==> config.mk <==
export PLATFORM = sky130hd
export DESIGN_NAME = pedometer_sched
export DESIGN_NICKNAME = d
export VERILOG_FILES = /design/src/rtl/pedometer_sched.sv
export SDC_FILE = /design/constraint.sdc
export NUM_CORES = 1
export LEC_CHECK = 0
export CAP_MARGIN = 20
export CORE_UTILIZATION = 37
export DETAILED_ROUTE_END_ITERATION = 12
export PLACE_DENSITY_LB_ADDON = 0.12
export SLEW_MARGIN = 30
export SYNTH_ARGS = -nofsm -noshare
export SYNTH_HDL_FRONTEND = slang
export SYNTH_SLANG_ARGS = --single-unit
export TNS_END_PERCENT = 50
==> constraint.sdc <==
create_clock -name clk -period 3.5 [get_ports clk]
set_input_delay 1.05 -clock clk [delete_from_list [all_inputs] [get_ports clk]]
set_output_delay 1.05 -clock clk [all_outputs]
set_load 0.005 [all_outputs]
==> src/rtl/pedometer_sched.sv <==
// Front-end scheduler for the pedometer datapath: arbitrates a sample stream against
// two weight-write requesters and issues at most one registered datapath strobe per cycle.
module pedometer_sched #(
   parameter int STARVE_LIMIT = 4,
   parameter int ADDR_W       = 3,
   parameter int DATA_W       = 8
) (
   input  logic              clk,
   input  logic              reset,
   input  logic              enable,
   input  logic              smp_valid,
   input  logic [DATA_W-1:0] smp_a,
   input  logic [DATA_W-1:0] smp_b,
   output logic              smp_ready,
   input  logic              w0_valid,
   input  logic [ADDR_W-1:0] w0_addr,
   input  logic [DATA_W-1:0] w0_data,
   output logic              w0_ready,
   input  logic              w1_valid,
   input  logic [ADDR_W-1:0] w1_addr,
   input  logic [DATA_W-1:0] w1_data,
   output logic              w1_ready,
   output logic              countSteps,
   output logic              updateWeight,
   output logic              dualUpdateWeights,
   output logic [DATA_W-1:0] A,
   output logic [DATA_W-1:0] B,
   output logic [ADDR_W-1:0] Addr1,
   output logic [ADDR_W-1:0] Addr2,
   output logic [DATA_W-1:0] Data1,
   output logic [DATA_W-1:0] Data2,
   output logic              starved
);

   typedef enum logic {
      CFG = 1'b0,
      RUN = 1'b1
   } state_t;

   localparam logic [3:0] LIMIT_C = 4'(STARVE_LIMIT);

   state_t     state_r;
   state_t     state_nxt_s;
   logic [3:0] starve_r;
   logic [3:0] starve_nxt_s;
   logic       at_limit_s;
   logic       w_allowed_s;
   logic       smp_go_s;
   logic       w0_go_s;
   logic       w1_go_s;

   assign smp_ready = smp_go_s;
   assign w0_ready  = w0_go_s;
   assign w1_ready  = w1_go_s;

   // Grant decision, next state and starve counter update for the current cycle.
   always_comb begin
      state_nxt_s  = state_r;
      starve_nxt_s = 4'd0;
      w_allowed_s  = 1'b1;
      smp_go_s     = 1'b0;
      w0_go_s      = 1'b0;
      w1_go_s      = 1'b0;
      at_limit_s   = (starve_r == LIMIT_C);

      // A starved requester overrides the default sample priority in RUN.
      if (state_r == RUN) begin
         w_allowed_s = !smp_valid || at_limit_s;
         smp_go_s    = smp_valid && !at_limit_s;
      end else begin
         w_allowed_s = 1'b1;
         smp_go_s    = 1'b0;
      end

      if (reset) begin
         smp_go_s = 1'b0;
         w0_go_s  = 1'b0;
         w1_go_s  = 1'b0;
      end else begin
         w0_go_s = w_allowed_s && w0_valid;
         // Same-address writes cannot merge; requester 1 waits for a later slot.
         w1_go_s = w_allowed_s && w1_valid && !(w0_valid && (w0_addr == w1_addr));
      end

      case (state_r)
         CFG: begin
            if (enable) state_nxt_s = RUN;
            else        state_nxt_s = CFG;
         end
         RUN: begin
            if (!enable) state_nxt_s = CFG;
            else         state_nxt_s = RUN;
         end
         default: state_nxt_s = CFG;
      endcase

      if ((state_r == RUN) && (w0_valid || w1_valid) && !(w0_go_s || w1_go_s)) begin
         if (at_limit_s) starve_nxt_s = starve_r;
         else            starve_nxt_s = starve_r + 4'd1;
      end else begin
         starve_nxt_s = 4'd0;
      end
   end

   // State, starve counter and registered datapath strobes/buses.
   always_ff @(posedge clk) begin
      if (reset) begin
         state_r           <= CFG;
         starve_r          <= 4'd0;
         starved           <= 1'b0;
         countSteps        <= 1'b0;
         updateWeight      <= 1'b0;
         dualUpdateWeights <= 1'b0;
         A                 <= '0;
         B                 <= '0;
         Addr1             <= '0;
         Addr2             <= '0;
         Data1             <= '0;
         Data2             <= '0;
      end else begin
         state_r           <= state_nxt_s;
         starve_r          <= starve_nxt_s;
         starved           <= at_limit_s;
         countSteps        <= smp_go_s;
         updateWeight      <= w0_go_s ^ w1_go_s;
         dualUpdateWeights <= w0_go_s & w1_go_s;
         if (smp_go_s) begin
            A <= smp_a;
            B <= smp_b;
         end
         // Slot 1 prefers requester 0; slot 2 is only used by a merged dual write.
         if (w0_go_s) begin
            Addr1 <= w0_addr;
            Data1 <= w0_data;
         end else if (w1_go_s) begin
            Addr1 <= w1_addr;
            Data1 <= w1_data;
         end
         if (w0_go_s && w1_go_s) begin
            Addr2 <= w1_addr;
            Data2 <= w1_data;
         end
      end
   end

endmodule

==> results.ini, run 1 <==
[run_status]
status = finished clean

[cells_and_area]
drive_gt1_share_pct = 14.5
nets = 343
area_growth_pct = 61.9
instances_no_fill = 366
num_antenna_cells = 0
fin_util_pct = 62.9
fin_area_um2 = 3250

[timing]
max_freq_mhz = 296
slew_violations = 0
min_period_over_period_pct = 96.4
setup_tns_ps = 0
finalHoldViolCount = 0
tightest_slew_ps = 729
finalSetupViolations = 0
setup_slack_ps = 126
fin_crit_ps = 3370
finClkSkew_ps = 5.28
holdWs_ps = 478
slew_headroom_pct = 51.4
grt_setup_unrepaired = false

[logic_synthesis]
ys_ff_latch = 47
synth_top_area_share_pct = 46.9
syn_inst = 199
synth.net_count = 247
synth_warnings = 0
ys_top_cells_by_count = dfxtp_1 (47), a22o_1 (16), nor2_1 (16)
synth_area_leaders = dfxtp_1 (47%), a22o_1 (7.0%), mux2i_1 (6.5%)
synth_flop_cell = dfxtp_1
netlist_area_um2 = 2010
synth_most_common_cell = dfxtp_1
synth_cell_types = 28
async_reset_ff_share_pct = 0
synth_area_per_cell_um2 = 10.1
yosysSeqAreaShare_pct = 46.9
synth_edf_count = 0
post-synth-top-area-cell = dfxtp_1

[power]
leakage_nw = 1.20
p_per_area_nw_per_um2 = 389
finalPower_mw = 1.27
vdd_drop_max_mv = 0.189

[placed_design]
globalplace.congestion = 0.753
dpl.cell_count = 352
place_worst_setup_slack_ps = -193
numPortBuffers = 88
dp_hpwl_um = 3870
place_area_um2 = 2980

[floorplan]
die-area_um2 = 5730
io_pins = 89
die_y_um = 75.7
die_x_um = 75.7
core_area_um2 = 5170
fp-row-count = 26
initial_core_util_pct = 38.8

[worst_setup_path]
crit_slowest_cell = clkdlybuf4s50_1
r2r_end = Addr1[2]$_SDFFE_PP0P_
worstPathMaxFanout = 2
path_buf_inv = 2
reg2reg_from = starve_r[0]$_SDFFE_PP0N_
crit_type = in2out
start_kind = input pin
r2r_cells = 15
crit_family = buffers and inverters
crit_chain = clkdlybuf4s50_1, xnor2_1, nand4_1, and3_4, dlygate4sd2_1
cp.required_ps = 2450
reg2reg_slack_ps = 450
endpoint_kind = primary output
worst_ep_arrival_time_ps = 2320
slowest_delay_ps = 540

[global_routing]
gr-usage-all-layers_pct = 19.3
grt_pass1_vias = 1721
overflow = 0
antenna_found_initial = 0
grt_first_pass_wirelength_um = 8370
grt_start_max_net_pins = 35

[min_path]
whs_endpoint = A[7]$_SDFFE_PP0P_
worstHoldPathCells = 1
hp-class = reg2reg
hp-start = A[7]$_SDFFE_PP0P_

[drt]
wire_per_inst_um = 15.3
drt-initial-drc-count = 86
ant_nets = 0
vias = 1925
drcViolationCount = 0
wl_um = 5620
first_pass_iters = 4
viasPerCell = 5.26

[clocking]
cts.sinks = 47
max-clock-path-buffers = 2
cts-buffers-inserted = 5
postCtsHoldBufs = 0
tritoncts = built
clk_transition_reported_paths_ps = 90
insertion_delay_ps = 300
root_buffer = clkbuf_8
htree_levels = 2

[flow_run]
cap_violations = 0

==> cells by family (layout without fill, tap and decap cells) <==
logic type	Yosys count	after routing	synth area share [%]
AND/OR/NAND/NOR	67	67	19.1
flip-flops	47	47	46.9
AO/OA/AOI/OAI	42	42	17.8
buffers and inverters	22	119	5.55
multiplexers	13	13	6.48
adder cells (fa/ha/maj)	4	4	2.49
XOR/XNOR	4	4	1.74
==> how the worst max path moves through the flow <==
stage,start,to,depth (start not counted)
4_1_cts,smp_valid,w0_ready,5
6_report,w0_addr[1],w1_ready,5
5_1_grt,w0_addr[1],w1_ready,5
2_1_floorplan,smp_valid,w1_ready,4
3_5_place_dp,smp_valid,w1_ready,5
3_3_place_gp,smp_valid,w1_ready,5
==> layer usage <==
layer / global-route usage, % / wire length [um] / vias up
met5: 0 / 0 / -
met1: 26.7 / 2630 / 918
met4: 3.91 / 35 / 0
li1: - / - / 944
met2: 30.5 / 2590 / 59
met3: 5.16 / 358 / 4
==> what timing repair did <==
action | 4_1_cts | 5_1_grt
pin swaps | 1 | 0
gates resized for setup | 7 | 26
buffers inserted | 6 | 0
endpoints found under the setup margin | 3 | 17
==> cells in the final DEF (no fill, tap or decap), drive strengths merged, types with 12 or more instances in the layout <==
master,n
clkdlybuf4s50,83
dfxtp,47
buf,19
a22o,16
nor2,16
mux2i,13
nor3,12
nand2b,12
==> worst reg2reg max path, cell delays in order, from the launching register on <==
cell and delay [ps]:
dfxtp_1 330, inv_1 100, ha_1 270, nand3b_4 270
a21oi_4 260, buf_4 130, buf_4 90, buf_4 90
buf_4 90, buf_4 90, buf_4 170, nand3_1 100
ha_1 230, nand2b_4 230, a2111oi_1 410, nor3_1 90
==> area by class of cell <==
cell class	count	area (um2)
Fill cell	422	1920
Sequential cell	47	941
Clock buffer	5	68.8
Inverter	4	15.0
Tap cell	70	87.6
Multi-Input combinational cell	130	1040
Clock inverter	3	67.6
Timing Repair Buffer	107	1030
==> registers in the layout, summed over array words and instances (netlist names), 3 cells and up <==
signal	flops
A	8
Addr1	3
Addr2	3
B	8
Data1	8
Data2	8
starve_r	4
==> power breakdown <==
part	internal, mW	switching, mW
combinational	0.132	0.0887
sequential	0.558	0.0118
clock	0.285	0.190
Power figures use the tool's default switching activity.
==> inputs of run 2 (changes only) <==
- CTS_CLUSTER_DIAMETER: not set -> 120
==> results of run 2 <==
No change in the layout: final DEF, timing and power equal those of run 1.
